===== config.mk =====
export PLATFORM = sky130hd
export DESIGN_NAME = irq_controller
export DESIGN_NICKNAME = d
export VERILOG_FILES = /design/src/rtl/irq_pkg.sv /design/src/rtl/irq_sync_edge.sv /design/src/rtl/irq_controller.sv
export SDC_FILE = /design/constraint.sdc
export NUM_CORES = 1
export LEC_CHECK = 0
export CAP_MARGIN = 25
export CORE_AREA = 2 2 44 46
export DETAILED_ROUTE_END_ITERATION = 12
export DIE_AREA = 0 0 46 48
export DONT_BUFFER_PORTS = 1
export PLACE_DENSITY_LB_ADDON = 0.1
export SYNTH_ARGS = -nofsm -noshare
export SYNTH_HDL_FRONTEND = slang
export SYNTH_HIERARCHICAL = 1
export SYNTH_SLANG_ARGS = --single-unit

===== constraint.sdc =====
create_clock -name clk -period 2.21 [get_ports clk]
set_input_delay 0.442 -clock clk [delete_from_list [all_inputs] [get_ports clk]]
set_output_delay 0.442 -clock clk [all_outputs]
set_load 0.03 [all_outputs]

===== src/rtl/irq_pkg.sv =====
// Shared definitions for irq_controller: FSM state encoding, the fixed-priority
// encoder (lowest index wins) and a clog2 helper for elaboration checks.
package irq_pkg;

  typedef enum logic [1:0] {
    IDLE  = 2'd0,
    ISSUE = 2'd1,
    HOLD  = 2'd2
  } irq_state_t;

  localparam int MAX_IRQ = 16;

  function automatic int clog2(input int n);
    int r;
    r = 0;
    for (int v = n - 1; v > 0; v = v >> 1) r++;
    return r;
  endfunction

  // Scans from the top down so the lowest set index is the last one written.
  function automatic logic [3:0] prio_enc(input logic [MAX_IRQ-1:0] req);
    logic [3:0] idx;
    idx = '0;
    for (int i = MAX_IRQ - 1; i >= 0; i--) begin
      if (req[i]) idx = 4'(i);
    end
    return idx;
  endfunction

endpackage


===== src/rtl/irq_sync_edge.sv =====
// Two-flop synchroniser plus delay flop for one asynchronous request line;
// o_rise is high for one cycle per synchronised low-to-high transition.
module irq_sync_edge (
  input  logic clk,
  input  logic reset,
  input  logic i_async,
  output logic o_rise
);

  logic r_meta;
  logic r_sync;
  logic r_prev;

  // NOTE: sequential state uses non-blocking assignments so every flop samples
  // the pre-edge value of its neighbour, which is what makes the chain a shift.
  always_ff @(posedge clk or negedge reset) begin
    if (!reset) begin
      r_meta <= 1'b0;
      r_sync <= 1'b0;
      r_prev <= 1'b0;
    end else begin
      r_meta <= i_async;
      r_sync <= r_meta;
      r_prev <= r_sync;
    end
  end

  assign o_rise = r_sync & ~r_prev;

endmodule


===== src/rtl/irq_controller.sv =====
// Edge-latching, masked, fixed-priority interrupt issuer with post-pulse hold-off.
// Optional sticky overrun flags are enabled by defining IRQ_OVERRUN_EN.
module irq_controller
  import irq_pkg::*;
#(
  parameter int NUM_IRQ  = 4,
  parameter int HOLDOFF  = 4,
  parameter int IRQ_ID_W = 2
) (
  input  logic                clk,
  input  logic                reset,
  input  logic [NUM_IRQ-1:0]  irq_in,
  input  logic [NUM_IRQ-1:0]  irq_mask,
  input  logic                clear_en,
  input  logic [IRQ_ID_W-1:0] clear_id,
  output logic                interrupt,
  output logic [IRQ_ID_W-1:0] irq_id,
  output logic [NUM_IRQ-1:0]  pending,
  output logic                busy
`ifdef IRQ_OVERRUN_EN
  ,
  input  logic                overrun_clr,
  output logic [NUM_IRQ-1:0]  overrun
`endif
);

  localparam int CNT_W = (clog2(HOLDOFF) < 1) ? 1 : clog2(HOLDOFF);

  if (IRQ_ID_W != clog2(NUM_IRQ)) begin : g_bad_id_w
    $error("irq_controller: IRQ_ID_W must equal clog2(NUM_IRQ)");
  end
  if (NUM_IRQ < 2 || NUM_IRQ > MAX_IRQ || HOLDOFF < 1) begin : g_bad_params
    $error("irq_controller: NUM_IRQ must be 2..16 and HOLDOFF >= 1");
  end

  logic [NUM_IRQ-1:0]  w_rise;
  logic [NUM_IRQ-1:0]  w_req;
  logic [NUM_IRQ-1:0]  w_clr;
  logic [NUM_IRQ-1:0]  w_auto_clr;
  logic [IRQ_ID_W-1:0] w_sel;
  logic                w_take;

  logic [NUM_IRQ-1:0]  r_pending;
  logic [IRQ_ID_W-1:0] r_irq_id;
  logic [CNT_W-1:0]    r_cnt;
  irq_state_t          r_state;

  for (genvar i = 0; i < NUM_IRQ; i++) begin : g_line
    irq_sync_edge u_sync (
      .clk     (clk),
      .reset   (reset),
      .i_async (irq_in[i]),
      .o_rise  (w_rise[i])
    );
  end

  assign w_req  = r_pending & ~irq_mask;
  assign w_take = (r_state == IDLE) && (|w_req);
  assign w_sel  = IRQ_ID_W'(prio_enc(MAX_IRQ'(w_req)));

  // Out-of-range clear_id values never match a line index and fall through.
  // NOTE: every always_comb output gets a default first, so no path can leave
  // a bit unassigned and infer a latch.
  always_comb begin
    w_clr      = '0;
    w_auto_clr = '0;
    for (int i = 0; i < NUM_IRQ; i++) begin
      w_clr[i]      = clear_en && (clear_id == IRQ_ID_W'(i));
      w_auto_clr[i] = w_take && (w_sel == IRQ_ID_W'(i));
    end
  end

  // A new edge is OR-ed in last so it survives a same-cycle clear or issue.
  always_ff @(posedge clk or negedge reset) begin
    if (!reset) begin
      r_pending <= '0;
    end else begin
      r_pending <= (r_pending & ~w_clr & ~w_auto_clr) | w_rise;
    end
  end

  always_ff @(posedge clk or negedge reset) begin
    if (!reset) begin
      r_state  <= IDLE;
      r_irq_id <= '0;
      r_cnt    <= '0;
    end else begin
      case (r_state)
        IDLE: begin
          if (w_take) begin
            r_irq_id <= w_sel;
            r_state  <= ISSUE;
          end
        end
        ISSUE: begin
          r_cnt   <= CNT_W'(HOLDOFF - 1);
          r_state <= HOLD;
        end
        HOLD: begin
          if (r_cnt == '0) r_state <= IDLE;
          else             r_cnt   <= r_cnt - 1'b1;
        end
        default: r_state <= IDLE;
      endcase
    end
  end

`ifdef IRQ_OVERRUN_EN
  logic [NUM_IRQ-1:0] r_overrun;

  always_ff @(posedge clk or negedge reset) begin
    if (!reset) begin
      r_overrun <= '0;
    end else begin
      r_overrun <= (overrun_clr ? '0 : r_overrun)
                 | (w_rise & r_pending & ~w_clr & ~w_auto_clr);
    end
  end

  assign overrun = r_overrun;
`endif

  assign interrupt = (r_state == ISSUE);
  assign busy      = (r_state != IDLE);
  assign irq_id    = r_irq_id;
  assign pending   = r_pending;

endmodule


==> metrics.txt, run 1 <==
Worst VDD drop 0.7184 mV; CP Class flip-flop to output port; most frequent cells in the layout dfrtp_1, a21oi_1, inv_1, nor2_1, nor2b_4; Synth Area in Simple Gates 0.2054; cts bufs inserted 3; combinational power share 0.267; Syn Nets 84; switch share 0.3677; Primary FF master, synth dfrtp_1; mapped cell area 883.3 µm²; latest clock arrival within the worst-skew pair 0.30 ns; Slew Limit Headroom 0.5911; number of remaining DRC errors 0; layout cells sized above 1 0.1711; Lkg Pwr 0.4558 nW; Clock Sinks 22; GR Overflow Total 0; Avg Inst Size Synth 12.62 µm²; DRT antenna net count 0; Placed Area 904.6 µm²; Die Area 2208 µm²; DP Wirelength 948.3 µm; Critical Path Max Stage Delay 0.50 ns; first-pass GRT wire length 2.263 mm; sequential power share 0.504; Int Pwr 819.6 µW; pwr dens 1303 nW/µm²; root buf cell clkbuf_4; DR iter-0 viols 6; # IOs 21; ant diodes 0; RSZ-0062 raised after global routing false; Post-Layout Cell Count 93; Fmax 546.0 MHz; H-tree depth 1; max-slew violation count 0; Tcrit/Tclk final 0.8288; Clock Path Buffers 2; setup violators final 0; CP required 1.77 ns; largest family of logic cells by synthesized area simple AND/OR/NAND/NOR gates; Max stage delay cell, worst path nor2_1; FF+latch count, synth 22; worst hold slack 0.1492 ns; post-layout net count 91; Worst Clk Skew 0.005241 ns; finished layout cell area 994.7 µm²; routed wire length per instance 13.48 µm; DR vias 516; CP Cell Sequence inv_1 > nor2_1; post-synthesis compound-gate area fraction 0.1360; Cell Rows 15; CP startpoint kind flip-flop; Clk network pwr share 0.230; Initial Util 0.5230; CP delay by family, top simple AND/OR/NAND/NOR gates; Hold Vio Cnt, Final 0; synthesis-to-layout area growth 12.61%; status finished, final reports clean; routability congestion estimate 0.7391; Synth cell types 27; clk slew on worst S/H paths 0.12 ns; DP Cell Count 87; xor and xnor area share after synthesis 0; FFs w/ async S/R, synth 1.000; GRT Total Usage 0.1486; total iterations of the first detailed-routing run 3; crit path DAT 1.39 ns; synthesized instance count 70; # fillers 137; port bufs 0; setup TNS 0 ns; vias per cell 5.548; Die X 46 µm; post-CTS setup buffers 0; initial antenna violation count 0; EDFF count, synth 0; CTS tree yes; Least-Margin Pin Slew 0.6111 ns; height of the die 48 µm; Placeable Area 1689 µm²; most common cell after layout, fill and taps aside dfrtp_1; sequential area share after synthesis 0.6232; Tightest Hold Check Type input pin to flip-flop; largest net degree at the start of global routing 23; Synth Area in Adders 0.01416; Worst setup EP type output port; Core Util, Final 0.5889; Psw 476.7 µW; max-cap violation count 0; mux share of post-synthesis cell area 0; Syn. warnings 6; via count of the first global-routing pass 536; CP bufs+invs 1; crit path max fanout 6; final WL 1.254 mm; Min Clock Period, post-route 1.832 ns
==> logic make-up (layout without fill, tap and decap cells) <==
| family | count (synthesis) | after routing |
|---|---|---|
| AOI/OAI and AO/OA | 17 | 17 |
| adders and majority gates | 1 | 1 |
| buffers and inverters | 5 | 11 |
| DFF | 22 | 22 |
| and+or+nand+nor | 25 | 25 |
==> final timing paths <==
| check | startpoint | end | slack, ns | cells past startpoint |
|---|---|---|---|---|
| max reg2reg | pending[1]$_DFF_PN0_ | irq_id[0]$_DFFE_PN0P_ | 0.85 | 3 |
| min reg2reg | g_line[2].u_sync/r_meta$_DFF_PN0_ | g_line[2].u_sync/r_sync$_DFF_PN0_ | 0.36 | 0 |
| min in group asynchronous | reset | irq_id[0]$_DFFE_PN0P_ | 0.47 | 1 |
| max in group asynchronous | reset | g_line[3].u_sync/r_meta$_DFF_PN0_ | 1.34 | 2 |
| min | irq_in[1] | g_line[1].u_sync/r_meta$_DFF_PN0_ | 0.15 | 0 |
| max | r_state[0]$_DFFE_PN0P_ | interrupt | 0.38 | 2 |
==> routing by layer <==
metal  vias to the layer above  share of wire  track usage
met5                         -              0            0
met4                         0          0.015      0.08571
li1                        257              -            -
met3                         2          0.044      0.02264
met1                       245           0.48       0.1975
met2                        12           0.46       0.2333
==> layout make-up <==
type,count,area (µm²),area share
repair buffers,2,37.54,0.03774
inverters,5,18.77,0.01887
multi-input cells,43,314.1,0.3157
flip-flops and latches,22,550.5,0.5535
clock inverters,1,30.03,0.03019
well taps,17,21.27,0.02138
clock buffers,3,22.52,0.02264
==> stage by stage <==
step	setup WS [ns]	total power [mW]
final	0.3783	1.296
after global routing	0.3002	1.385
after CTS	0.3576	1.309
after detailed placement	0.7174	0.9982
after global placement	0.7572	0.9929
after floorplan	0.7968	0.9377
==> power groups by stage <==
stage                     combinational (mW)  clock [mW]  sequential [mW]
after global placement                 0.330           0            0.663
after CTS                              0.344       0.310            0.656
after detailed placement               0.334           0            0.664
after floorplan                        0.291           0            0.647
after global routing                   0.394       0.321            0.670
final                                  0.346       0.298            0.653
==> worst register-to-register path, delay by kind of cell, from the launching register on <==
kind	cells	cell delay [ns]
DFF	1	0.55
and+or+nand+nor	1	0.32
AOI/OAI and AO/OA	2	0.40
==> registers in the layout, indices dropped and copies added (netlist names) <==
signal                count
irq_id                    2
g_line.u_sync/r_prev      4
r_state                   2
pending                   4
g_line.u_sync/r_meta      4
r_cnt                     2
g_line.u_sync/r_sync      4
==> synthesized netlist by cell type, drive strengths merged, types with 2 or more instances <==
| cell type | count | area, µm² |
|---|---|---|
| nand2b | 3 | 18.77 |
| a21o | 2 | 15.01 |
| nor3 | 3 | 15.01 |
| inv | 5 | 18.76 |
| a21oi | 5 | 25.02 |
| nor2b | 7 | 73.82 |
| dfrtp | 22 | 550.5 |
| nor2 | 5 | 26.27 |
| o21bai | 2 | 15.01 |
| o21ai | 2 | 10.01 |
==> timing repair <==
action,in CTS,in global routing
endpoints found under the hold margin,22,0
resized for setup,0,0
hold buffers,1,0
Note: power is estimated with default switching activity, not from simulation.
==> run 2, diff against run 1 <==
--- a/config.mk
+++ b/config.mk
@@ -5,6 +5,7 @@
 export SDC_FILE = /design/constraint.sdc
 export NUM_CORES = 1
 export LEC_CHECK = 0
+export ABC_AREA = 1
 export CAP_MARGIN = 25
 export CORE_AREA = 2 2 44 46
 export DETAILED_ROUTE_END_ITERATION = 12
==> constraint.sdc (replaced) <==
create_clock -name clk -period 1.9 [get_ports clk]
set_input_delay 0.38 -clock clk [delete_from_list [all_inputs] [get_ports clk]]
set_output_delay 0.38 -clock clk [all_outputs]
set_load 0.03 [all_outputs]
==> run 2 against run 1 <==
  * Critical endpoint is now busy
  * Hold slack got worse by 0.056 ns
  * Combinational power increased by 16%
  * Synthesized area increased by 3.3%
  * Non-clock buffer count unchanged
  * Clock skew about the same
  * Register-to-register slack got worse by 0.23 ns
  * Power increased by 4.5%
  * Sequential power increased by 8.3%
==> metrics.txt, run 2 <==
Critical Path Max Stage Delay 0.41 ns (-0.09 ns); setup slack after layout 0.5307 ns (+0.1523 ns); Slew Limit Headroom 0.3660 (-0.2251); # IOs 21 (unchanged); Placeable Area 1689 µm² (unchanged); Min Clock Period, post-route 1.369 ns; # fillers 160 (+17%); Primary FF master, synth dfrtp_1; final WL 1.196 mm (-4.6%); DRT antenna net count 0 (unchanged); Initial Util 0.5400 (+0.01704); CP required 1.52 ns (-0.25 ns); finished layout cell area 987.2 µm² (-0.75%); DP Wirelength 920.2 µm (-3.0%); largest net degree at the start of global routing 23 (unchanged); Syn. warnings 6 (unchanged); clk slew on worst S/H paths 0.11 ns (about the same); synthesis-to-layout area growth 8.230%; GR Overflow Total 0 (unchanged); DP Cell Count 115 (+32%); number of remaining DRC errors 0 (unchanged); max-slew violation count 0 (unchanged); Resize count post-CTS 0 (unchanged); most common cell in the netlist dfrtp_1; EDFF count, synth 0 (unchanged); vias per cell 4.575 (-18%); Least-Margin Pin Slew 0.9478 ns (+0.3368 ns); Clock Sinks 22 (unchanged); crit path DAT 0.99 ns (-0.40 ns); Post-Layout Cell Count 120 (+29%); first-pass GRT wire length 2.132 mm (-5.8%); Synth top area share 0.6036 (-0.01966); Yosys top cell by area dfrtp_1; post-layout net count 118 (+30%); post-CTS setup buffers 0 (unchanged); setup violators final 0 (unchanged); GRT Total Usage 0.1409 (-0.007682); Cell Rows 15 (unchanged); Worst VDD drop 0.7465 mV (+3.9%); Hold Vio Cnt, Final 0 (unchanged); max-cap violation count 0 (unchanged); Place WS 0.6194 ns (-0.09797 ns); Synth top cells by count dfrtp_1, inv_1, nand2_1; most common cell after layout, fill and taps aside dfrtp_1; cts bufs inserted 3 (unchanged); Lkg Pwr 0.5391 nW (+18%); Syn Nets 111 (+32%); Fmax 730.3 MHz; Avg Inst Size Synth 9.403 µm² (-25%); status finished, final reports clean; # hold bufs at CTS 1 (unchanged); via count of the first global-routing pass 569 (+6.2%); Worst Clk Skew 0.005098 ns (-0.0001432 ns); routability congestion estimate 0.7681 (+3.9%); CTS tree yes; latest clock arrival within the worst-skew pair 0.30 ns (about the same); root buf cell clkbuf_4; routed wire length per instance 9.967 µm (-26%); Max stage delay cell, worst path dfrtp_1; DR vias 549 (+6.4%); crit path max fanout 5 (-1); FF+latch count, synth 22 (unchanged); Die Area 2208 µm² (unchanged); CP Class flip-flop to output port; port bufs 0 (unchanged); CP Cell Sequence nor2_1 > inv_2; worst hold slack 0.09362 ns (-0.05563 ns); Core Util, Final 0.5844 (-0.004445); final total power 1.354 mW (+4.5%); Clock Path Buffers 2 (unchanged); DR iter-0 viols 2 (-4); ant diodes 0 (unchanged); mapped cell area 912.1 µm² (+3.3%); synthesized instance count 97 (+39%); layout cells sized above 1 0.2039 (+0.03283); Worst setup EP type output port; initial antenna violation count 0 (unchanged); sequential area share after synthesis 0.6036 (-0.01966); CP startpoint kind flip-flop; most frequent cells in the layout dfrtp_1, inv_1, nand2_1, nand3_1, nor2_2; Synth cell types 19 (-30%); Tightest Hold Check Type input pin to flip-flop; height of the die 48 µm (unchanged); RSZ-0062 raised after global routing false; total iterations of the first detailed-routing run 3 (unchanged); Tcrit/Tclk final 0.7207; Die X 46 µm (unchanged); setup TNS 0 ns (unchanged); CP bufs+invs 1 (unchanged); H-tree depth 1 (unchanged); FFs w/ async S/R, synth 1.000 (unchanged); pwr dens 1372 nW/µm² (+5.3%); Synth area leaders dfrtp_1, inv_1, nand2_1; Placed Area 940.9 µm² (+4.0%); CP delay by family, top flip-flops
==> run 2: changes by cell type after synthesis, moves of 4 or more <==
| cell | change |
|---|---|
| inv_1 | +16 |
| nand2_1 | +18 |
| nor2b_4 | -4 |
| nand3_1 | +4 |
| nor2_2 | +5 |
==> run 2: area by class of cell <==
cell class | count | area, µm² | share of cell area
tap | 17 | 21.27 | 0.02155
timing repair buffer | 2 | 17.52 | 0.01774
multi-input combinational | 50 | 267.8 | 0.2712
inverter | 25 | 93.84 | 0.09506
sequential | 22 | 550.5 | 0.5577
clock buffer | 4 | 36.28 | 0.03676
==> run 2: worst paths after layout <==
kind	from	end	slack [ns]	cells after the start
worst max-delay path	r_state[1]$_DFFE_PN0P_	busy	0.53	2
min in group asynchronous	reset	g_line[1].u_sync/r_meta$_DFF_PN0_	0.66	1
worst min register to register	g_line[2].u_sync/r_meta$_DFF_PN0_	g_line[2].u_sync/r_sync$_DFF_PN0_	0.36	0
worst min-delay path	irq_in[1]	g_line[1].u_sync/r_meta$_DFF_PN0_	0.09	0
max in group asynchronous	reset	irq_id[1]$_DFFE_PN0P_	0.66	1
worst max register to register	pending[2]$_DFF_PN0_	pending[2]$_DFF_PN0_	0.62	7
==> run 2: metal layers <==
layer,track usage,share of wire,wire [µm]
met3,0.02264,0.048,57
met5,0,0,0
met4,0.08571,0.0084,10
met1,0.1809,0.49,590
met2,0.2250,0.45,538
==> run 2: power breakdown <==
group / total (mW) / internal [mW] / switching (mW)
registers: 0.707 / 0.563 / 0.144
logic: 0.401 / 0.145 / 0.255
clock network: 0.246 / 0.117 / 0.130
total: 1.35 / 0.825 / 0.529
==> run 2: worst register-to-register path, stage by stage (launching register included) <==
cell and delay [ns]:
dfrtp_1 0.55, nand2_1 0.18, nand2_2 0.12, nor2_4 0.05, nor2_4 0.12, nand2_1 0.07
nand2_1 0.06, nand2_1 0.05
==> run 2: kinds of logic after synthesis <==
kind of cell / count (synthesis) / share of synthesized area
flip-flops: 22 / 0.6036
AND/OR/NAND/NOR: 41 / 0.2305
AO/OA/AOI/OAI: 8 / 0.04938
adder cells (fa/ha/maj): 1 / 0.01372
buffers and inverters: 25 / 0.1029
==> run 3, diff against run 2 <==
--- a/config.mk
+++ b/config.mk
@@ -7,9 +7,9 @@
 export LEC_CHECK = 0
 export ABC_AREA = 1
 export CAP_MARGIN = 25
-export CORE_AREA = 2 2 44 46
+export CORE_AREA = 2 2 45 47
 export DETAILED_ROUTE_END_ITERATION = 12
-export DIE_AREA = 0 0 46 48
+export DIE_AREA = 0 0 47 49
 export DONT_BUFFER_PORTS = 1
 export PLACE_DENSITY_LB_ADDON = 0.1
 export SYNTH_ARGS = -nofsm -noshare
==> constraint.sdc (replaced) <==
create_clock -name clk -period 1.2 [get_ports clk]
set_input_delay 0.24 -clock clk [delete_from_list [all_inputs] [get_ports clk]]
set_output_delay 0.24 -clock clk [all_outputs]
set_load 0.03 [all_outputs]
==> run 3 against run 2 <==
  * The run now ends with setup timing left
  * Critical path depth increased by 1
  * Sequential power increased by 49%
  * Cell count increased by 22%
  * Global-route usage increased by 1.7 points
  * Combinational power increased to 2.9 times the previous value
  * Hold slack improved by 0.021 ns
  * Non-clock buffer count increased by 16
  * Sequential share of layout area decreased by 9.2 points
  * Clock power increased by 61%
  * Core utilization increased by 5.8 points
  * Wire length increased by 28%
==> metrics.txt, run 3 (same netlist as run 2, synthesis figures left out) <==
final total power 2.617 mW (+93%); number of remaining DRC errors 0 (unchanged); pwr dens 2213 nW/µm² (+61%); routed wire length per instance 10.47 µm (+5.1%); switch share 0.3857 (-0.004805); Int Pwr 1.607 mW (+95%); Slew Limit Headroom 0.7999 (+0.4338); Lkg Pwr 0.6177 nW (+15%); most frequent cells in the layout dfrtp_1, inv_1, nand2_1, buf_4; latest clock arrival within the worst-skew pair 0.30 ns (about the same); Cell Rows 16 (+1); Die X 47 µm (+2.2%); layout cells sized above 1 0.3613 (+0.1575); root buf cell clkbuf_4; height of the die 49 µm (+2.1%); # IOs 21 (unchanged); Post-Layout Cell Count 146 (+22%); CTS tree yes; Worst VDD drop 1.344 mV (+80%); failing checks setup timing; finished layout cell area 1182 µm² (+20%); most common cell after layout, fill and taps aside dfrtp_1; R2R depth 8 (+1); final WL 1.529 mm (+28%); port bufs 0 (unchanged); setup slack after layout -0.09105 ns (-0.6217 ns); sequential power share 0.402 (-0.120); max-cap violation count 0 (unchanged); Min Clock Period, post-route 1.291 ns; Clock Sinks 22 (unchanged); routability congestion estimate 0.8030 (+4.5%); Psw 1.009 mW (+91%); vias per cell 4.541 (-0.74%); hold endpoint pending[1]$_DFF_PN0_; # fillers 170 (+6.3%); Die Area 2303 µm² (+4.3%); crit path DAT 1.05 ns (+0.06 ns); Worst setup EP type output port; initial antenna violation count 0 (unchanged); DP Wirelength 1.058 mm (+15%); Clk network pwr share 0.152 (-0.030); max-slew violation count 0 (unchanged); RSZ-0062 raised after global routing true; clk slew on worst S/H paths 0.12 ns (about the same); Reg area 550.5 µm² (unchanged); DR vias 663 (+21%); Clock Path Buffers 2 (unchanged); cts bufs inserted 3 (unchanged); combinational power share 0.446 (+0.150); setup violators final 5 (+5); DRT antenna net count 0 (unchanged); via count of the first global-routing pass 624 (+9.7%); ant diodes 0 (unchanged); status finished, violations left; HP Start clear_id[0]; area of the multi-input gates 301.5 µm² (+13%); Fmax 774.6 MHz; post-layout net count 134 (+14%); H-tree depth 1 (unchanged); Min-Delay Path Depth 3 (+3); DR iter-0 viols 1 (-1); Initial Util 0.4952 (-0.04476); CP required 0.96 ns (-0.56 ns); Placeable Area 1842 µm² (+9.0%); total iterations of the first detailed-routing run 3 (unchanged); DP Cell Count 130 (+13%); GRT Total Usage 0.1575 (+0.01660); largest net degree at the start of global routing 23 (unchanged); Hold Vio Cnt, Final 0 (unchanged); Tcrit/Tclk final 1.076; CP Class flip-flop to output port; CP startpoint kind flip-flop; first-pass GRT wire length 2.573 mm (+21%); setup TNS -0.3569 ns (-0.3569 ns); Reg-to-Reg End pending[3]$_DFF_PN0_; Worst Clk Skew 0.002403 ns (-0.002695 ns); Placed Area 993.5 µm² (+5.6%); Tightest Hold Check Type input pin to flip-flop; Least-Margin Pin Slew 0.3002 ns (-0.6476 ns); Worst R2R Setup Slack -0.08 ns (-0.70 ns); synthesis-to-layout area growth 29.63%; GR Overflow Total 0 (unchanged); RR Startpoint r_state[0]$_DFFE_PN0P_; crit path max fanout 2 (-3)
## run 3: changes by cell type in the layout (fill, tap and decap cells not counted), moves of 3 or more
cell and change:
inv_1 -3, inv_2 +3, buf_6 +3, nor2_1 -3, buf_4 +8, dlygate4sd3_1 +4
## run 3: cell type report
cell class | count | share of cell area
inverter | 25 | 0.07937
tap | 27 | 0.02857
multi-input combinational | 50 | 0.2550
timing repair buffer | 18 | 0.1407
clock buffer | 4 | 0.03069
sequential | 22 | 0.4656
## run 3: worst max path at each step
stage | slack [ns] | end | cells after the start | startpoint
final | -0.09 | busy | 3 | r_state[0]$_DFFE_PN0P_
after floorplan | 0.03 | pending[1]$_DFF_PN0_ | 7 | pending[2]$_DFF_PN0_
after global placement | 0.11 | r_cnt[1]$_DFFE_PN0P_ | 6 | r_cnt[0]$_DFFE_PN0P_
after detailed placement | 0.05 | r_cnt[1]$_DFFE_PN0P_ | 6 | r_cnt[0]$_DFFE_PN0P_
after global routing | -0.18 | pending[2]$_DFF_PN0_ | 8 | r_state[0]$_DFFE_PN0P_
after CTS | -0.11 | busy | 3 | r_state[1]$_DFFE_PN0P_
## run 3: stage by stage
step                hold slack, ns  utilization  worst slack (ns)
floorplan                 -0.05559            -           0.03450
global placement          -0.05516       0.5394            0.1130
detailed placement        -0.05507       0.5394           0.05343
CTS                         0.1093       0.5999           -0.1064
global route                0.1054       0.6420           -0.1787
finish                      0.1148       0.6420          -0.09105
## run 3: power groups by stage
stage / Sequential [mW] / Combinational [mW] / Clock [mW]
floorplan: 1.12 / 0.537 / 0
global placement: 1.05 / 0.801 / 0
detailed placement: 1.05 / 0.822 / 0
CTS: 1.05 / 0.931 / 0.414
global route: 1.07 / 1.29 / 0.449
finish: 1.05 / 1.17 / 0.397
## run 3: metal layers
metal	global-route usage	wire, µm	vias to the layer above
li1	-	-	331
met1	0.1897	635	316
met2	0.2557	825	12
met3	0.03333	35	4
met4	0.07870	32	0
met5	0	0	-
## run 3: repair_timing
item / CTS / global route
hold endpoints to repair: 26 / 0
setup buffers: 2 / 4
setup endpoints to repair: 2 / 8
hold buffers: 5 / 0
gates resized for setup: 4 / 11
cloned: 0 / 0
pin swaps: 3 / 7
## run 3: worst max-delay path, cell delays in order, from the launching register on
cell and delay (ns):
dfrtp_1 0.42, nor2_2 0.15, inv_2 0.06, buf_6 0.13
